**config.mk**
```make
export PLATFORM = sky130hd
export DESIGN_NAME = core_host_loader
export DESIGN_NICKNAME = d
export VERILOG_FILES = /design/src/rtl/core_host_loader.sv
export SDC_FILE = /design/constraint.sdc
export NUM_CORES = 1
export LEC_CHECK = 0
export BUFFER_PORTS_ARGS = -buffer_cell sky130_fd_sc_hd__buf_2
export CORE_MARGIN = 3
export CORE_UTILIZATION = 35
export DETAILED_ROUTE_END_ITERATION = 8
export GPL_TIMING_DRIVEN = 0
export SLEW_MARGIN = 10
export SYNTH_ARGS = -nofsm -noshare
export SYNTH_HDL_FRONTEND = slang
export SYNTH_SLANG_ARGS = --single-unit
export TNS_END_PERCENT = 10
```
**constraint.sdc**
```tcl
create_clock -name clock -period 6.7 [get_ports clock]
set_clock_uncertainty 0.05 [all_clocks]
set_input_delay 0.335 -clock clock [delete_from_list [all_inputs] [get_ports clock]]
set_output_delay 0.335 -clock clock [all_outputs]
set_load 0.005 [all_outputs]
```
**src/rtl/core_host_loader.sv**
```systemverilog
`default_nettype none
// ============================================================================
// core_host_loader
// Host-side loader: turns a header/payload word stream into timed strobes on
// the core's memory load/dump ports, and drives core run/halt and mem-clear.
// Revision: 1.0
// ============================================================================
module core_host_loader #(
    parameter int unsigned WR_HOLD    = 2,
    parameter int unsigned RD_LAT     = 4,
    parameter int unsigned CLR_CYCLES = 4
) (
    input  logic        clock,
    input  logic        reset,
    input  logic        in_valid,
    output logic        in_ready,
    input  logic [31:0] in_data,
    output logic        out_valid,
    input  logic        out_ready,
    output logic [31:0] out_data,
    output logic        core_reset_n,
    output logic        mem_clr_n,
    output logic        write_ins,
    output logic [7:0]  addr_ins,
    output logic [31:0] dati_ins,
    output logic        write_data,
    output logic        read_data,
    output logic [7:0]  addr_data,
    output logic [31:0] dati_data,
    input  logic [31:0] dato_data,
    output logic        busy,
    output logic        err
);

    localparam logic [15:0] c_WR_RELOAD  = 16'(WR_HOLD - 1);
    localparam logic [15:0] c_RD_RELOAD  = 16'(RD_LAT - 1);
    localparam logic [15:0] c_CLR_RELOAD = 16'(CLR_CYCLES - 1);

    typedef enum logic [2:0] {
        S_IDLE    = 3'd0,
        S_LD_WAIT = 3'd1,
        S_LD_WR   = 3'd2,
        S_RD_WAIT = 3'd3,
        S_RD_OUT  = 3'd4,
        S_CLR     = 3'd5
    } state_t;

    state_t      r_state;
    logic [15:0] r_hold;
    logic [7:0]  r_addr;
    logic [8:0]  r_cnt;
    logic        r_is_data;
    logic        r_discard;

    logic        r_in_ready;
    logic        r_out_valid;
    logic [31:0] r_out_data;
    logic        r_core_reset_n;
    logic        r_mem_clr_n;
    logic        r_write_ins;
    logic [7:0]  r_addr_ins;
    logic [31:0] r_dati_ins;
    logic        r_write_data;
    logic        r_read_data;
    logic [7:0]  r_addr_data;
    logic [31:0] r_dati_data;
    logic        r_busy;
    logic        r_err;

    logic        w_hs_in;
    logic        w_hs_out;
    logic [3:0]  w_op;
    logic        w_halted;
    logic        w_last;
    logic        w_hold_done;

    assign w_hs_in     = in_valid & r_in_ready;
    assign w_hs_out    = r_out_valid & out_ready;
    assign w_op        = in_data[31:28];
    assign w_halted    = ~r_core_reset_n;
    assign w_last      = (r_cnt == 9'd1);
    assign w_hold_done = (r_hold == 16'd0);

    always_ff @(posedge clock) begin
        if (reset) begin
            r_state        <= S_IDLE;
            r_hold         <= 16'd0;
            r_addr         <= 8'd0;
            r_cnt          <= 9'd0;
            r_is_data      <= 1'b0;
            r_discard      <= 1'b0;
            r_in_ready     <= 1'b0;
            r_out_valid    <= 1'b0;
            r_out_data     <= 32'd0;
            r_core_reset_n <= 1'b0;
            r_mem_clr_n    <= 1'b1;
            r_write_ins    <= 1'b0;
            r_addr_ins     <= 8'd0;
            r_dati_ins     <= 32'd0;
            r_write_data   <= 1'b0;
            r_read_data    <= 1'b0;
            r_addr_data    <= 8'd0;
            r_dati_data    <= 32'd0;
            r_busy         <= 1'b0;
            r_err          <= 1'b0;
        end else begin
            case (r_state)
                S_IDLE: begin
                    if (!r_in_ready) begin
                        r_in_ready <= 1'b1;
                    end else if (in_valid) begin
                        r_addr <= in_data[15:8];
                        r_cnt  <= {1'b0, in_data[7:0]} + 9'd1;
                        case (w_op)
                            4'h1, 4'h2: begin
                                // A running core still gets its payload drained to keep framing
                                r_is_data <= (w_op == 4'h2);
                                r_discard <= ~w_halted;
                                r_err     <= r_err | ~w_halted;
                                r_state   <= S_LD_WAIT;
                                r_busy    <= 1'b1;
                            end
                            4'h3: begin
                                if (w_halted) begin
                                    r_state     <= S_RD_WAIT;
                                    r_busy      <= 1'b1;
                                    r_in_ready  <= 1'b0;
                                    r_read_data <= 1'b1;
                                    r_addr_data <= in_data[15:8];
                                    r_hold      <= c_RD_RELOAD;
                                end else begin
                                    r_err <= 1'b1;
                                end
                            end
                            4'h4: r_core_reset_n <= 1'b1;
                            4'h5: r_core_reset_n <= 1'b0;
                            4'h6: begin
                                if (w_halted) begin
                                    r_state     <= S_CLR;
                                    r_busy      <= 1'b1;
                                    r_in_ready  <= 1'b0;
                                    r_mem_clr_n <= 1'b0;
                                    r_hold      <= c_CLR_RELOAD;
                                end else begin
                                    r_err <= 1'b1;
                                end
                            end
                            default: r_err <= 1'b1;
                        endcase
                    end
                end

                S_LD_WAIT: begin
                    if (w_hs_in) begin
                        if (r_discard) begin
                            r_cnt <= r_cnt - 9'd1;
                            if (w_last) begin
                                r_state <= S_IDLE;
                                r_busy  <= 1'b0;
                            end
                        end else begin
                            r_state    <= S_LD_WR;
                            r_in_ready <= 1'b0;
                            r_hold     <= c_WR_RELOAD;
                            if (r_is_data) begin
                                r_write_data <= 1'b1;
                                r_addr_data  <= r_addr;
                                r_dati_data  <= in_data;
                            end else begin
                                r_write_ins <= 1'b1;
                                r_addr_ins  <= r_addr;
                                r_dati_ins  <= in_data;
                            end
                        end
                    end
                end

                S_LD_WR: begin
                    if (w_hold_done) begin
                        r_write_ins  <= 1'b0;
                        r_write_data <= 1'b0;
                        r_dati_data  <= 32'd0;
                        r_addr       <= r_addr + 8'd1;
                        r_cnt        <= r_cnt - 9'd1;
                        r_in_ready   <= 1'b1;
                        if (w_last) begin
                            r_state <= S_IDLE;
                            r_busy  <= 1'b0;
                        end else begin
                            r_state <= S_LD_WAIT;
                        end
                    end else begin
                        r_hold <= r_hold - 16'd1;
                    end
                end

                S_RD_WAIT: begin
                    if (w_hold_done) begin
                        r_read_data <= 1'b0;
                        r_out_data  <= dato_data;
                        r_out_valid <= 1'b1;
                        r_state     <= S_RD_OUT;
                    end else begin
                        r_hold <= r_hold - 16'd1;
                    end
                end

                S_RD_OUT: begin
                    if (w_hs_out) begin
                        r_out_valid <= 1'b0;
                        r_cnt       <= r_cnt - 9'd1;
                        if (w_last) begin
                            r_state    <= S_IDLE;
                            r_busy     <= 1'b0;
                            r_in_ready <= 1'b1;
                        end else begin
                            r_addr      <= r_addr + 8'd1;
                            r_addr_data <= r_addr + 8'd1;
                            r_read_data <= 1'b1;
                            r_hold      <= c_RD_RELOAD;
                            r_state     <= S_RD_WAIT;
                        end
                    end
                end

                S_CLR: begin
                    if (w_hold_done) begin
                        r_mem_clr_n <= 1'b1;
                        r_state     <= S_IDLE;
                        r_busy      <= 1'b0;
                        r_in_ready  <= 1'b1;
                    end else begin
                        r_hold <= r_hold - 16'd1;
                    end
                end

                default: begin
                    r_state <= S_IDLE;
                    r_busy  <= 1'b0;
                end
            endcase
        end
    end

    assign in_ready     = r_in_ready;
    assign out_valid    = r_out_valid;
    assign out_data     = r_out_data;
    assign core_reset_n = r_core_reset_n;
    assign mem_clr_n    = r_mem_clr_n;
    assign write_ins    = r_write_ins;
    assign addr_ins     = r_addr_ins;
    assign dati_ins     = r_dati_ins;
    assign write_data   = r_write_data;
    assign read_data    = r_read_data;
    assign addr_data    = r_addr_data;
    assign dati_data    = r_dati_data;
    assign busy         = r_busy;
    assign err          = r_err;

endmodule
`default_nettype wire

```
==> insert_results.sql <==
INSERT INTO impl_metrics (metric_group, metric, value, unit) VALUES
('outcome', 'status', 'completed', ''),
('routing', 'totalWireLength', '24.5', 'mm'),
('clocking', 'post_cts_resized', '0', ''),
('floorplanning', 'design.die.area', '23000', 'um2'),
('routing', 'drt_pre_antenna_iters', '6', ''),
('setup_path', 'crit_path_launch_type', 'flop', ''),
('synthesis', 'synthesis.area', '7420', 'um2'),
('floorplanning', 'design.core.area', '20600', 'um2'),
('final_layout', 'filler_cell_count', '2144', ''),
('hold_path', 'holdCritPathClass', 'primary input to flop', ''),
('global_route', 'initial_antenna_violation_count', '1', ''),
('sta', 'final.setup.tns', '0', 'ps'),
('global_route', 'grt_pass1_wl', '37.9', 'mm'),
('sta', 'worst_slew_margin_rel', '0.143', ''),
('final_layout', 'finalNetCount', '1200', ''),
('synthesis', 'yosys_warnings', '0', ''),
('clocking', 'cts-buffers-inserted', '17', ''),
('routing', 'drcViolationCount', '0', ''),
('sta', 'hold_viol_final', '0', ''),
('power_and_ir_drop', 'seq_pwr_share', '0.403', ''),
('sta', 'final-setup-viol-count', '0', ''),
('synthesis', 'synth_top_family_by_area', 'compound AO/OA/AOI/OAI gates', ''),
('synthesis', 'synth_compound_area_frac', '0.268', ''),
('run', 'drv_cap', '0', ''),
('place', 'detailedPlacementHpwl', '17.9', 'mm'),
('global_route', 'grt-ovfl-total', '0', ''),
('floorplanning', 'die_ht', '152', 'um'),
('sta', 'grt_setup_unrepaired', 'false', ''),
('global_route', 'grt_max_degree', '17', ''),
('setup_path', 'arrival', '3570', 'ps'),
('place', 'io_buffer_count', '186', ''),
('sta', 'report.final.slew_viol_count', '0', ''),
('global_route', 'track_usage', '0.207', ''),
('synthesis', 'synthXorXnorAreaFrac', '0.0153', ''),
('routing', 'route.detailed.wl_per_inst', '17.4', 'um'),
('synthesis', 'post_synth_and_or_nand_nor_area_fraction', '0.224', ''),
('place', 'final_gp_congestion', '0.931', ''),
('sta', 'final_critical_path_setup_slack', '3450', 'ps'),
('synthesis', 'post_synth_num_cell_types', '77', ''),
('setup_path', 'worst-path-max-fanout', '10', ''),
('setup_path', 'required', '7020', 'ps'),
('clocking', 'clk_pin_slew', '70', 'ps'),
('clocking', 'cts.hold.buffers_added', '0', ''),
('routing', 'routed_via_density', '5.55', ''),
('synthesis', 'synthesized_netlist_cell_count', '921', ''),
('sta', 'timing.final.crit_share', '0.485', ''),
('final_layout', 'synthToLayoutAreaGrowth', '26.0', '%'),
('routing', 'drtAntennaViolNets', '0', ''),
('synthesis', 'synth_edf_count', '0', ''),
('floorplanning', 'floorplan.initialDensity', '0.361', ''),
('routing', 'route.vias.total', '7828', ''),
('clocking', 'worstSkewPairLatency', '440', 'ps'),
('clocking', 'buffers_from_clock_root_to_sink_at_most', '2', ''),
('power_and_ir_drop', 'pwr-share-comb', '0.169', ''),
('power_and_ir_drop', 'peakVddDrop', '0.000197', 'V'),
('synthesis', 'adder_and_majority_gate_portion_of_the_synthesized_area', '0.00978', ''),
('power_and_ir_drop', 'power_leakage', '0.00371', 'uW'),
('place', 'detailedPlace.worstSlack', '3530', 'ps'),
('setup_path', 'cp-end-kind', 'flop', ''),
('synthesis', 'async_reset_ff_frac', '0', ''),
('synthesis', 'mean_instance_size_in_the_synthesized_netlist', '8.06', 'um2'),
('global_route', 'number_of_global_route_vias_before_repair', '7075', ''),
('synthesis', 'synth.net_count', '994', ''),
('synthesis', 'most_used_dff_post_synth', 'sky130_fd_sc_hd__dfxtp_1', ''),
('power_and_ir_drop', 'cellInternalPower', '1770', 'uW'),
('sta', 'worst_slew_pin_slew', '1270', 'ps'),
('sta', 'post-route-min-period', '3250', 'ps'),
('power_and_ir_drop', 'power_density', '268', 'nW/um2'),
('floorplanning', 'fp.dieW', '152', 'um'),
('power_and_ir_drop', 'clockPowerShare', '0.428', ''),
('sta', 'max_clock_freq', '308', 'MHz');
==> kinds of logic after synthesis <==
family | count (synthesis)
and+or+nand+nor | 349
AOI/OAI and AO/OA | 301
DFF | 159
buffers and inverters | 89
xor gates and xnor gates | 13
adders and majority gates | 6
muxes | 4
==> per-layer routing <==
layer / part of all wire / track usage
met1: 0.45 / 0.285
met2: 0.44 / 0.310
met3: 0.094 / 0.0651
met4: 0.015 / 0.0669
met5: 0 / 0
==> worst paths after layout <==
path                                 endpoint  slack [ps]          from  depth (start not counted)
worst max-delay path            dati_data[27]        3450     r_hold[0]                         10
worst min-delay path            dati_data[19]          80   in_data[19]                          2
worst max register to register  dati_data[27]        3450     r_hold[0]                         10
worst min register to register   out_data[19]         400  out_data[19]                          2
==> synth_stat cells, types with 8 or more instances <==
cell type | instances | share of area
sky130_fd_sc_hd__a21oi_1 | 128 | 0.086
sky130_fd_sc_hd__a22o_1 | 34 | 0.040
sky130_fd_sc_hd__a31oi_1 | 10 | 0.0084
sky130_fd_sc_hd__buf_2 | 8 | 0.0054
sky130_fd_sc_hd__clkbuf_1 | 60 | 0.030
sky130_fd_sc_hd__dfxtp_1 | 159 | 0.43
sky130_fd_sc_hd__inv_1 | 14 | 0.0071
sky130_fd_sc_hd__nand2_1 | 185 | 0.094
sky130_fd_sc_hd__nand3_1 | 19 | 0.013
sky130_fd_sc_hd__nand4_1 | 13 | 0.011
sky130_fd_sc_hd__nor2_1 | 44 | 0.022
sky130_fd_sc_hd__nor3_1 | 16 | 0.011
sky130_fd_sc_hd__nor4_1 | 8 | 0.0067
sky130_fd_sc_hd__o21ai_0 | 34 | 0.023
sky130_fd_sc_hd__or4_1 | 8 | 0.0081
sky130_fd_sc_hd__xnor2_1 | 8 | 0.0094
==> power groups by stage <==
| stage | sequential, uW | combinational [uW] | clock (uW) |
|---|---|---|---|
| floorplan | 1020 | 273 | 0 |
| global placement | 1030 | 411 | 0 |
| detailed placement | 1030 | 412 | 0 |
| CTS | 1010 | 415 | 1090 |
| global route | 1010 | 465 | 1130 |
| finish | 1010 | 424 | 1070 |
==> placed cells by master (no fill, tap or decap), types with 7 or more instances in the layout <==
master and n:
sky130_fd_sc_hd__o21ai_0 34, sky130_fd_sc_hd__a31oi_1 10, sky130_fd_sc_hd__or3_1 7, sky130_fd_sc_hd__clkbuf_1 61
sky130_fd_sc_hd__buf_2 194, sky130_fd_sc_hd__nand3_1 19, sky130_fd_sc_hd__inv_1 14, sky130_fd_sc_hd__or4_1 8
sky130_fd_sc_hd__nor4_1 7, sky130_fd_sc_hd__nor2_1 44, sky130_fd_sc_hd__a22oi_1 7, sky130_fd_sc_hd__xnor2_1 8
sky130_fd_sc_hd__nand4_1 13, sky130_fd_sc_hd__nand2_1 185, sky130_fd_sc_hd__a211oi_1 7, sky130_fd_sc_hd__nor3_1 16
sky130_fd_sc_hd__dfxtp_1 159, sky130_fd_sc_hd__o22ai_1 7, sky130_fd_sc_hd__a21oi_1 128, sky130_fd_sc_hd__a22o_1 34
sky130_fd_sc_hd__clkbuf_16 17
==> critical path, cell delays in order, from the launching register on <==
cell and delay [ps]:
sky130_fd_sc_hd__dfxtp_1 470, sky130_fd_sc_hd__inv_1 80, sky130_fd_sc_hd__ha_1 200, sky130_fd_sc_hd__clkbuf_1 210, sky130_fd_sc_hd__nor4b_1 210, sky130_fd_sc_hd__and4_1 200, sky130_fd_sc_hd__buf_2 170, sky130_fd_sc_hd__a31o_2 260
sky130_fd_sc_hd__a21oi_1 700, sky130_fd_sc_hd__clkbuf_1 430, sky130_fd_sc_hd__a22o_1 200
==> sequential cells by signal (all words and copies together) (netlist names), 3 cells and up <==
name and cells:
dati_data 32, dati_ins 32, out_data 32, r_hold 16, r_cnt 9, addr_data 8, addr_ins 8, r_addr 8
r_state 3
==> layout make-up <==
type	count	area, um2	share of cell area
multi-input combinational	673	3880	0.415
clock inverter	13	201	0.0215
sequential	159	3180	0.340
buffer	74	305	0.0327
tap	270	338	0.0361
antenna	1	2.50	0.000268
timing repair buffer	187	938	0.100
clock buffer	19	443	0.0474
inverter	15	56.3	0.00602
==> metrics by stage <==
stage          instance area (um2)  std cells   util  hold WS [ps]
2_1_floorplan                 7420        921      -           398
3_3_place_gp                  8690       1377  0.423           385
3_5_place_dp                  8700       1378  0.423           387
4_1_cts                       9350       1410  0.455          61.8
5_1_grt                       9350       1411  0.455          72.9
6_report                      9350       1411  0.455          78.5
No activity file was read; power rests on OpenSTA's default activity.
